## src/rtl/alu_cmd_seq.sv

```systemverilog
// alu_cmd_seq: command sequencer driving an external combinational ALU.
// Optional status flags enabled by defining ALU_SEQ_FLAGS_EN.
module alu_cmd_seq #(
    parameter int DATA_W = 8,
    parameter int NREG   = 4
) (
    input  logic              clk_i,
    input  logic              rst_ni,
    input  logic              cmd_valid_i,
    output logic              cmd_ready_o,
    input  logic [2:0]        cmd_op_i,
    input  logic              cmd_ld_i,
    input  logic [1:0]        cmd_rd_i,
    input  logic [1:0]        cmd_ra_i,
    input  logic [1:0]        cmd_rb_i,
    input  logic              cmd_imm_en_i,
    input  logic [DATA_W-1:0] cmd_imm_i,
    output logic [DATA_W-1:0] alu_a_o,
    output logic [DATA_W-1:0] alu_b_o,
    output logic [2:0]        alu_op_o,
    input  logic [DATA_W-1:0] alu_res_i,
    input  logic              alu_carry_i,
    output logic              rsp_valid_o,
    input  logic              rsp_ready_i,
    output logic [DATA_W-1:0] rsp_data_o,
    output logic              rsp_carry_o,
    output logic              flag_z_o,
    output logic              flag_c_o
);

    localparam logic [2:0] OP_ADD = 3'b000;

    typedef enum logic [1:0] {
        IDLE = 2'd0,
        EXEC = 2'd1,
        RESP = 2'd2
    } state_t;

    state_t            state;
    logic [1:0]        rd_q;
    logic [DATA_W-1:0] regs [NREG];

    // Carry is only meaningful for ADD; all other ops report zero.
    logic add_carry;
    assign add_carry = (alu_op_o == OP_ADD) & alu_carry_i;

    // Sequencer FSM, register file, ALU issue ports and response registers.
    always_ff @(posedge clk_i) begin
        if (!rst_ni) begin
            state       <= IDLE;
            cmd_ready_o <= 1'b1;
            rsp_valid_o <= 1'b0;
            rsp_data_o  <= '0;
            rsp_carry_o <= 1'b0;
            alu_a_o     <= '0;
            alu_b_o     <= '0;
            alu_op_o    <= '0;
            rd_q        <= '0;
            for (int i = 0; i < NREG; i++) begin
                regs[i] <= '0;
            end
        end else begin
            unique case (state)
                IDLE: begin
                    if (cmd_valid_i) begin
                        cmd_ready_o <= 1'b0;
                        if (cmd_ld_i) begin
                            regs[cmd_rd_i] <= cmd_imm_i;
                            rsp_data_o     <= cmd_imm_i;
                            rsp_carry_o    <= 1'b0;
                            rsp_valid_o    <= 1'b1;
                            state          <= RESP;
                        end else begin
                            // Operands read here, before any write-back.
                            alu_a_o  <= regs[cmd_ra_i];
                            alu_b_o  <= cmd_imm_en_i ? cmd_imm_i
                                                     : regs[cmd_rb_i];
                            alu_op_o <= cmd_op_i;
                            rd_q     <= cmd_rd_i;
                            state    <= EXEC;
                        end
                    end
                end
                EXEC: begin
                    regs[rd_q]  <= alu_res_i;
                    rsp_data_o  <= alu_res_i;
                    rsp_carry_o <= add_carry;
                    rsp_valid_o <= 1'b1;
                    state       <= RESP;
                end
                RESP: begin
                    if (rsp_ready_i) begin
                        rsp_valid_o <= 1'b0;
                        cmd_ready_o <= 1'b1;
                        state       <= IDLE;
                    end
                end
                default: begin
                    rsp_valid_o <= 1'b0;
                    cmd_ready_o <= 1'b1;
                    state       <= IDLE;
                end
            endcase
        end
    end

`ifdef ALU_SEQ_FLAGS_EN
    logic flag_z_q;
    logic flag_c_q;

    // Flags follow ALU results only; loads leave them untouched.
    always_ff @(posedge clk_i) begin
        if (!rst_ni) begin
            flag_z_q <= 1'b0;
            flag_c_q <= 1'b0;
        end else if (state == EXEC) begin
            flag_z_q <= (alu_res_i == '0);
            flag_c_q <= add_carry;
        end
    end

    assign flag_z_o = flag_z_q;
    assign flag_c_o = flag_c_q;
`else
    assign flag_z_o = 1'b0;
    assign flag_c_o = 1'b0;
`endif

endmodule
```

## config.mk

```make
export PLATFORM = sky130hd
export DESIGN_NAME = alu_cmd_seq
export DESIGN_NICKNAME = d
export VERILOG_FILES = /design/src/rtl/alu_cmd_seq.sv
export SDC_FILE = /design/constraint.sdc
export NUM_CORES = 1
export LEC_CHECK = 0
export BUFFER_PORTS_ARGS = -buffer_cell sky130_fd_sc_hd__buf_2
export CAP_MARGIN = 15
export CORE_MARGIN = 2
export CORE_UTILIZATION = 56
export DETAILED_ROUTE_END_ITERATION = 10
export HOLD_SLACK_MARGIN = 0.06
export PLACE_DENSITY = 0.81
export SYNTH_ARGS = -nofsm -noshare
export SYNTH_HDL_FRONTEND = slang
export SYNTH_SLANG_ARGS = --single-unit
```

## constraint.sdc

```tcl
create_clock -name clk_i -period 2.6 [get_ports clk_i]
set_clock_uncertainty 0.15 [all_clocks]
set_input_delay 0.13 -clock clk_i [delete_from_list [all_inputs] [get_ports clk_i]]
set_output_delay 0.13 -clock clk_i [all_outputs]
set_load 0.02 [all_outputs]
```

==> results.ini, run 1 <==
[critical_path]
critPathLaunchType = flip-flop
critical_path_class = flip-flop to flip-flop
worst-path-max-fanout = 13
reg2reg_slack_ps = 340
worstSetupEndpointType = flip-flop
cp_data_required_time_ps = 2440
critPathArrivalTime_ps = 2100

[yosys]
yosysUniqueCellTypes = 53
yosysTopAreaCell = edfxtp_1
synth_area_um2 = 3560
synth_ff_type = dfxtp_1
avgSynthCellArea_um2 = 11.4
synth_warnings = 0
syn_inst = 313
synth_edf_count = 32
ys_seq_elements = 66
netlist.area_leader.share = 0.270
async_flop_share = 0
seq_area_frac_synth = 0.461
yosys-top-cells-area = edfxtp_1 (27%), dfxtp_1 (19%), mux2_2 (7.0%)

[cells_and_area]
drive_above_1_share = 0.335
final_util = 0.684
fin_nets = 422
layout_commonest_cell = buf_2
final_area_um2 = 4270
antenna_cells = 0
final_cell_mix = buf_2 (61), dfxtp_1 (34), edfxtp_1 (32), nand2_1 (28), a21oi_1 (28)
area_delta_synth_final_pct = 19.8

[global_routing]
grt_pass1_wl_mm = 14.4
grt_pass1_vias = 2826
grt_max_degree = 27
overflow = 0
antenna_found_initial = 0
grt_usage = 0.266

[sta]
max_slew_margin = 0.510
finalCritPeriodShare = 0.868
slew_violations = 0
min_period_ps = 2260
hold_viol_final = 0
rsz0062_at_grt = no
holdWs_ps = 69.2
worst_pin_slew_ps = 735
final.setup.tns_ps = 0
fmax_mhz = 443
finalSetupViolations = 0

[floorplanning]
die_w_um = 83.8
ios = 64
die-area_um2 = 7010
core_um2 = 6240
start_util = 0.571
rows = 29
die_h_um = 83.8

[power_and_ir_drop]
power_mw = 2.50
max-vdd-ir-drop_v = 0.000461
power.internal_mw = 1.81
power_leakage_nw = 1.70
switching_power_uw = 698
powerDensity_nw_per_um2 = 587
swShare = 0.279
pwr-share-seq = 0.480
clkPwrFrac = 0.349
p_comb_frac = 0.171

[detailed_routing]
wl_per_cell_um = 18.9
vias = 2990
ant_nets = 0
drtIter0Drc = 330
drc = 0
drt-total-wl_mm = 8.89
first_pass_iters = 8
avgViaCountPerCell = 6.35

[clocking]
clockBufferDepth = 2
cts_tree = yes
cts-resized-gates = 0
clk_pin_slew_ps = 70
cts_hold_buf = 22
clock-sinks = 66
cts_made_buffers = 9
root_buffer = clkbuf_8
worstSkewPairLatency_ps = 360
h-tree-depth = 3
cts_setup_buffers = 0

[placement]
hpwlAfterDp_mm = 6.32
port_buffers = 61
postPlaceCellArea_um2 = 3850
gp_congestion = 0.954

[hold_path]
hold_path_class = input port to flip-flop

[status]
outcome = finished clean

[flow_run]
maxCapViolations = 0

-- flip-flops by register name, summed over array words and instances, names as in the netlist --
name         flops
alu_op_o         3
rd_q             2
rsp_data_o       8
rsp_valid_o      1
rsp_carry_o      1
alu_b_o          8
state            2
alu_a_o          8
cmd_ready_o      1
regs            32
-- worst paths after layout --
kind | startpoint | endpoint | cells past startpoint
worst max-delay path | state[0] | regs[3][4] | 3
worst min-delay path | cmd_imm_i[2] | alu_b_o[2] | 3
worst max register to register | state[0] | regs[3][4] | 3
worst min register to register | alu_a_o[3] | alu_a_o[3] | 2
-- kinds of logic (layout without fill, tap and decap cells) --
logic type      after synthesis  count (layout)  share of synthesized area
compound gates              100             100                      0.214
simple gates                 76              76                      0.123
flops                        66              66                      0.461
buf+inv                      33             113                     0.0594
other cells                   1               2                    0.00105
mux                          37              37                      0.142
-- per-stage QoR --
step	setup WS [ps]	instances
3_5_place_dp	345	434
5_1_grt	159	471
3_3_place_gp	394	434
2_1_floorplan	478	314
6_report	342	471
4_1_cts	335	471
-- cell usage after synthesis (2+ instances only) --
cell / n
mux4_2: 8
a211oi_1: 7
o2bb2ai_1: 8
nor2_1: 8
edfxtp_1: 32
and2_1: 2
o21bai_1: 8
clkbuf_1: 2
mux2_2: 22
nor4_1: 8
dfxtp_1: 34
buf_1: 3
clkinv_1: 2
inv_1: 2
buf_4: 7
and4bb_1: 2
and4bb_2: 2
buf_6: 6
nand3_1: 16
o21ai_0: 12
a222oi_1: 8
buf_2: 9
mux2i_1: 5
o211a_1: 8
nand2_1: 28
a32oi_1: 9
a21oi_1: 28
a21oi_2: 2
-- worst max-delay path, cell delays in order, from the launching register on --
cell	delay [ps]
dfxtp_1	610
and4bb_1	320
and2_1	180
a221oi_2	620
-- cell type report --
cell class	count	area, µm²
clock buffers	10	138
clock inverters	5	55.1
multi-input cells	215	1710
repair buffers	94	608
fillers	478	1970
inverters	4	15.0
well taps	77	96.3
flip-flops and latches	66	1640
-- routing by layer --
metal  part of all wire  wire (µm)  vias up  global-route usage
met5                  0          0        -                   0
met4              0.051        457        0               0.157
met3              0.087        777       31              0.0603
met2               0.46       4130      169               0.417
met1               0.40       3520     1412               0.337
li1                   -          -     1378                   -
-- power by group through the flow --
stage / clock (mW) / combinational, mW / sequential [mW]
3_5_place_dp: 0 / 0.395 / 1.22
3_3_place_gp: 0 / 0.389 / 1.22
2_1_floorplan: 0 / 0.249 / 1.25
4_1_cts: 0.877 / 0.423 / 1.20
5_1_grt: 0.911 / 0.460 / 1.21
6_report: 0.874 / 0.428 / 1.20
Note: power is estimated with default switching activity, not from simulation.
==> inputs of run 2 (changes only) <==
- PLACE_DENSITY: 0.81 -> 0.8
==> run 2 against run 1 <==
Net effect:
- core utilization up 0.30 points
- global-route usage down 1.3 points
- sequential power about the same
- fmax down 2.3%
- sequential share of layout area down 0.17 points
- non-clock buffer count up 2
- sequential cell count unchanged
- largest power group unchanged
==> results.ini, run 2 (same netlist as run 1, synthesis figures left out) <==
[critical_path]
r2r_end = regs[3][5]
ff2ff_path_depth = 5
critPathArrivalTime_ps = 2260
critPathLaunchType = flip-flop
reg2reg_slack_ps = 290
worst-path-max-fanout = 18
reg2reg_from = state[0]
cp_data_required_time_ps = 2550
critical_path_class = flip-flop to flip-flop
worstSetupEndpointType = flip-flop

[clocking]
clk_pin_slew_ps = 70
cts_setup_buffers = 0
cts_tree = yes
h-tree-depth = 3
clock-sinks = 66
root_buffer = clkbuf_8
clockBufferDepth = 2
cts_hold_buf = 26
cts_made_buffers = 9
worstSkewPairLatency_ps = 350
cts-resized-gates = 0

[power_and_ir_drop]
clkPwrFrac = 0.342
powerDensity_nw_per_um2 = 576
max-vdd-ir-drop_v = 0.000415
power_leakage_nw = 1.72
power.internal_mw = 1.79
switching_power_uw = 681
p_comb_frac = 0.172
power_mw = 2.47
swShare = 0.276
pwr-share-seq = 0.487

[sta]
hold_viol_final = 0
max_slew_margin = 0.498
final.setup.tns_ps = 0
fmax_mhz = 433
worst_pin_slew_ps = 753
rsz0062_at_grt = no
finalSetupViolations = 0
finalCritPeriodShare = 0.889
min_period_ps = 2310
slew_violations = 0

[cells_and_area]
fin_nets = 424
largest_reg_flops = 32
final_cells = 474
area_delta_synth_final_pct = 20.3
multi_input_area_um2 = 1710
fill_cells = 476
layout_commonest_cell = buf_2
drive_above_1_share = 0.325
antenna_cells = 0
ff_latch_area_um2 = 1640
top_register = regs
final_cell_mix = buf_2 (61), dfxtp_1 (34), edfxtp_1 (32), nand2_1 (28), a21oi_1 (28)

[status]
outcome = finished clean

[floorplanning]
core_um2 = 6240
die-area_um2 = 7010
die_w_um = 83.8
rows = 29
ios = 64
start_util = 0.571
die_h_um = 83.8

[hold_path]
hold_path_class = input port to flip-flop
whs_endpoint = regs[3][2]
hp-start = cmd_imm_i[2]
min_path_cells = 3

[placement]
hpwlAfterDp_mm = 5.99
port_buffers = 61
gp_congestion = 0.887
place_inst = 432

[detailed_routing]
drc = 0
ant_nets = 0
wl_per_cell_um = 17.8
avgViaCountPerCell = 6.21
vias = 2945
first_pass_iters = 8
drtIter0Drc = 333
drt-total-wl_mm = 8.44

[global_routing]
grt_pass1_wl_mm = 13.9
grt_pass1_vias = 2775
grt_usage = 0.253
grt_max_degree = 28
antenna_found_initial = 0
overflow = 0

[flow_run]
maxCapViolations = 0

==> run 2: changes by cell type in the layout (fill, tap and decap cells not counted), sizes merged <==
cell,previous run,this run
dlygate4sd3,22,26
clkbuf,10,11
buf,72,70
==> run 2: how the worst max path moves through the flow <==
| stage | endpoint | depth (start not counted) | start | slack, ps |
|---|---|---|---|---|
| 4_1_cts | regs[3][5] | 5 | state[0] | 340 |
| 5_1_grt | regs[3][1] | 5 | state[0] | 190 |
| 3_3_place_gp | regs[3][5] | 3 | state[0] | 410 |
| 6_report | regs[3][5] | 5 | state[0] | 290 |
| 3_5_place_dp | regs[3][6] | 3 | state[0] | 360 |
| 2_1_floorplan | regs[0][0] | 5 | state[1] | 480 |
==> run 2: power groups by stage <==
stage	clock [mW]	combinational, mW	sequential [mW]
floorplan	0	0.249	1.25
global placement	0	0.383	1.22
detailed placement	0	0.389	1.22
CTS	0.857	0.419	1.20
global route	0.891	0.458	1.21
finish	0.843	0.423	1.20
==> run 2: layer usage <==
metal / track usage / share of wire / vias to the layer above
met5: 0 / 0 / -
met4: 0.111 / 0.020 / 0
met3: 0.0406 / 0.069 / 14
met2: 0.409 / 0.48 / 142
met1: 0.336 / 0.43 / 1406
li1: - / - / 1383
==> run 2: worst max-delay path, cell delays in order, from the launching register on <==
cell	delay [ps]
dfxtp_1	630
and4bb_1	310
buf_4	210
nand3_1	140
nand2_1	70
dlygate4sd3_1	560
==> run 2: per-stage QoR <==
stage               hold slack (ps)   util  setup slack, ps  cell area [µm²]
floorplan                       127      -              478             3570
global placement                217  0.615              414             3840
detailed placement              234  0.615              364             3840
CTS                            65.6  0.687              339             4290
global route                   88.7  0.687              189             4290
finish                         78.3  0.687              289             4290
==> run 2: area by class of cell <==
| class | count | area share |
|---|---|---|
| repair buffers | 96 | 0.148 |
| multi-input cells | 215 | 0.400 |
| clock inverters | 5 | 0.0128 |
| inverters | 4 | 0.00350 |
| well taps | 77 | 0.0225 |
| flip-flops and latches | 66 | 0.383 |
| clock buffers | 11 | 0.0307 |
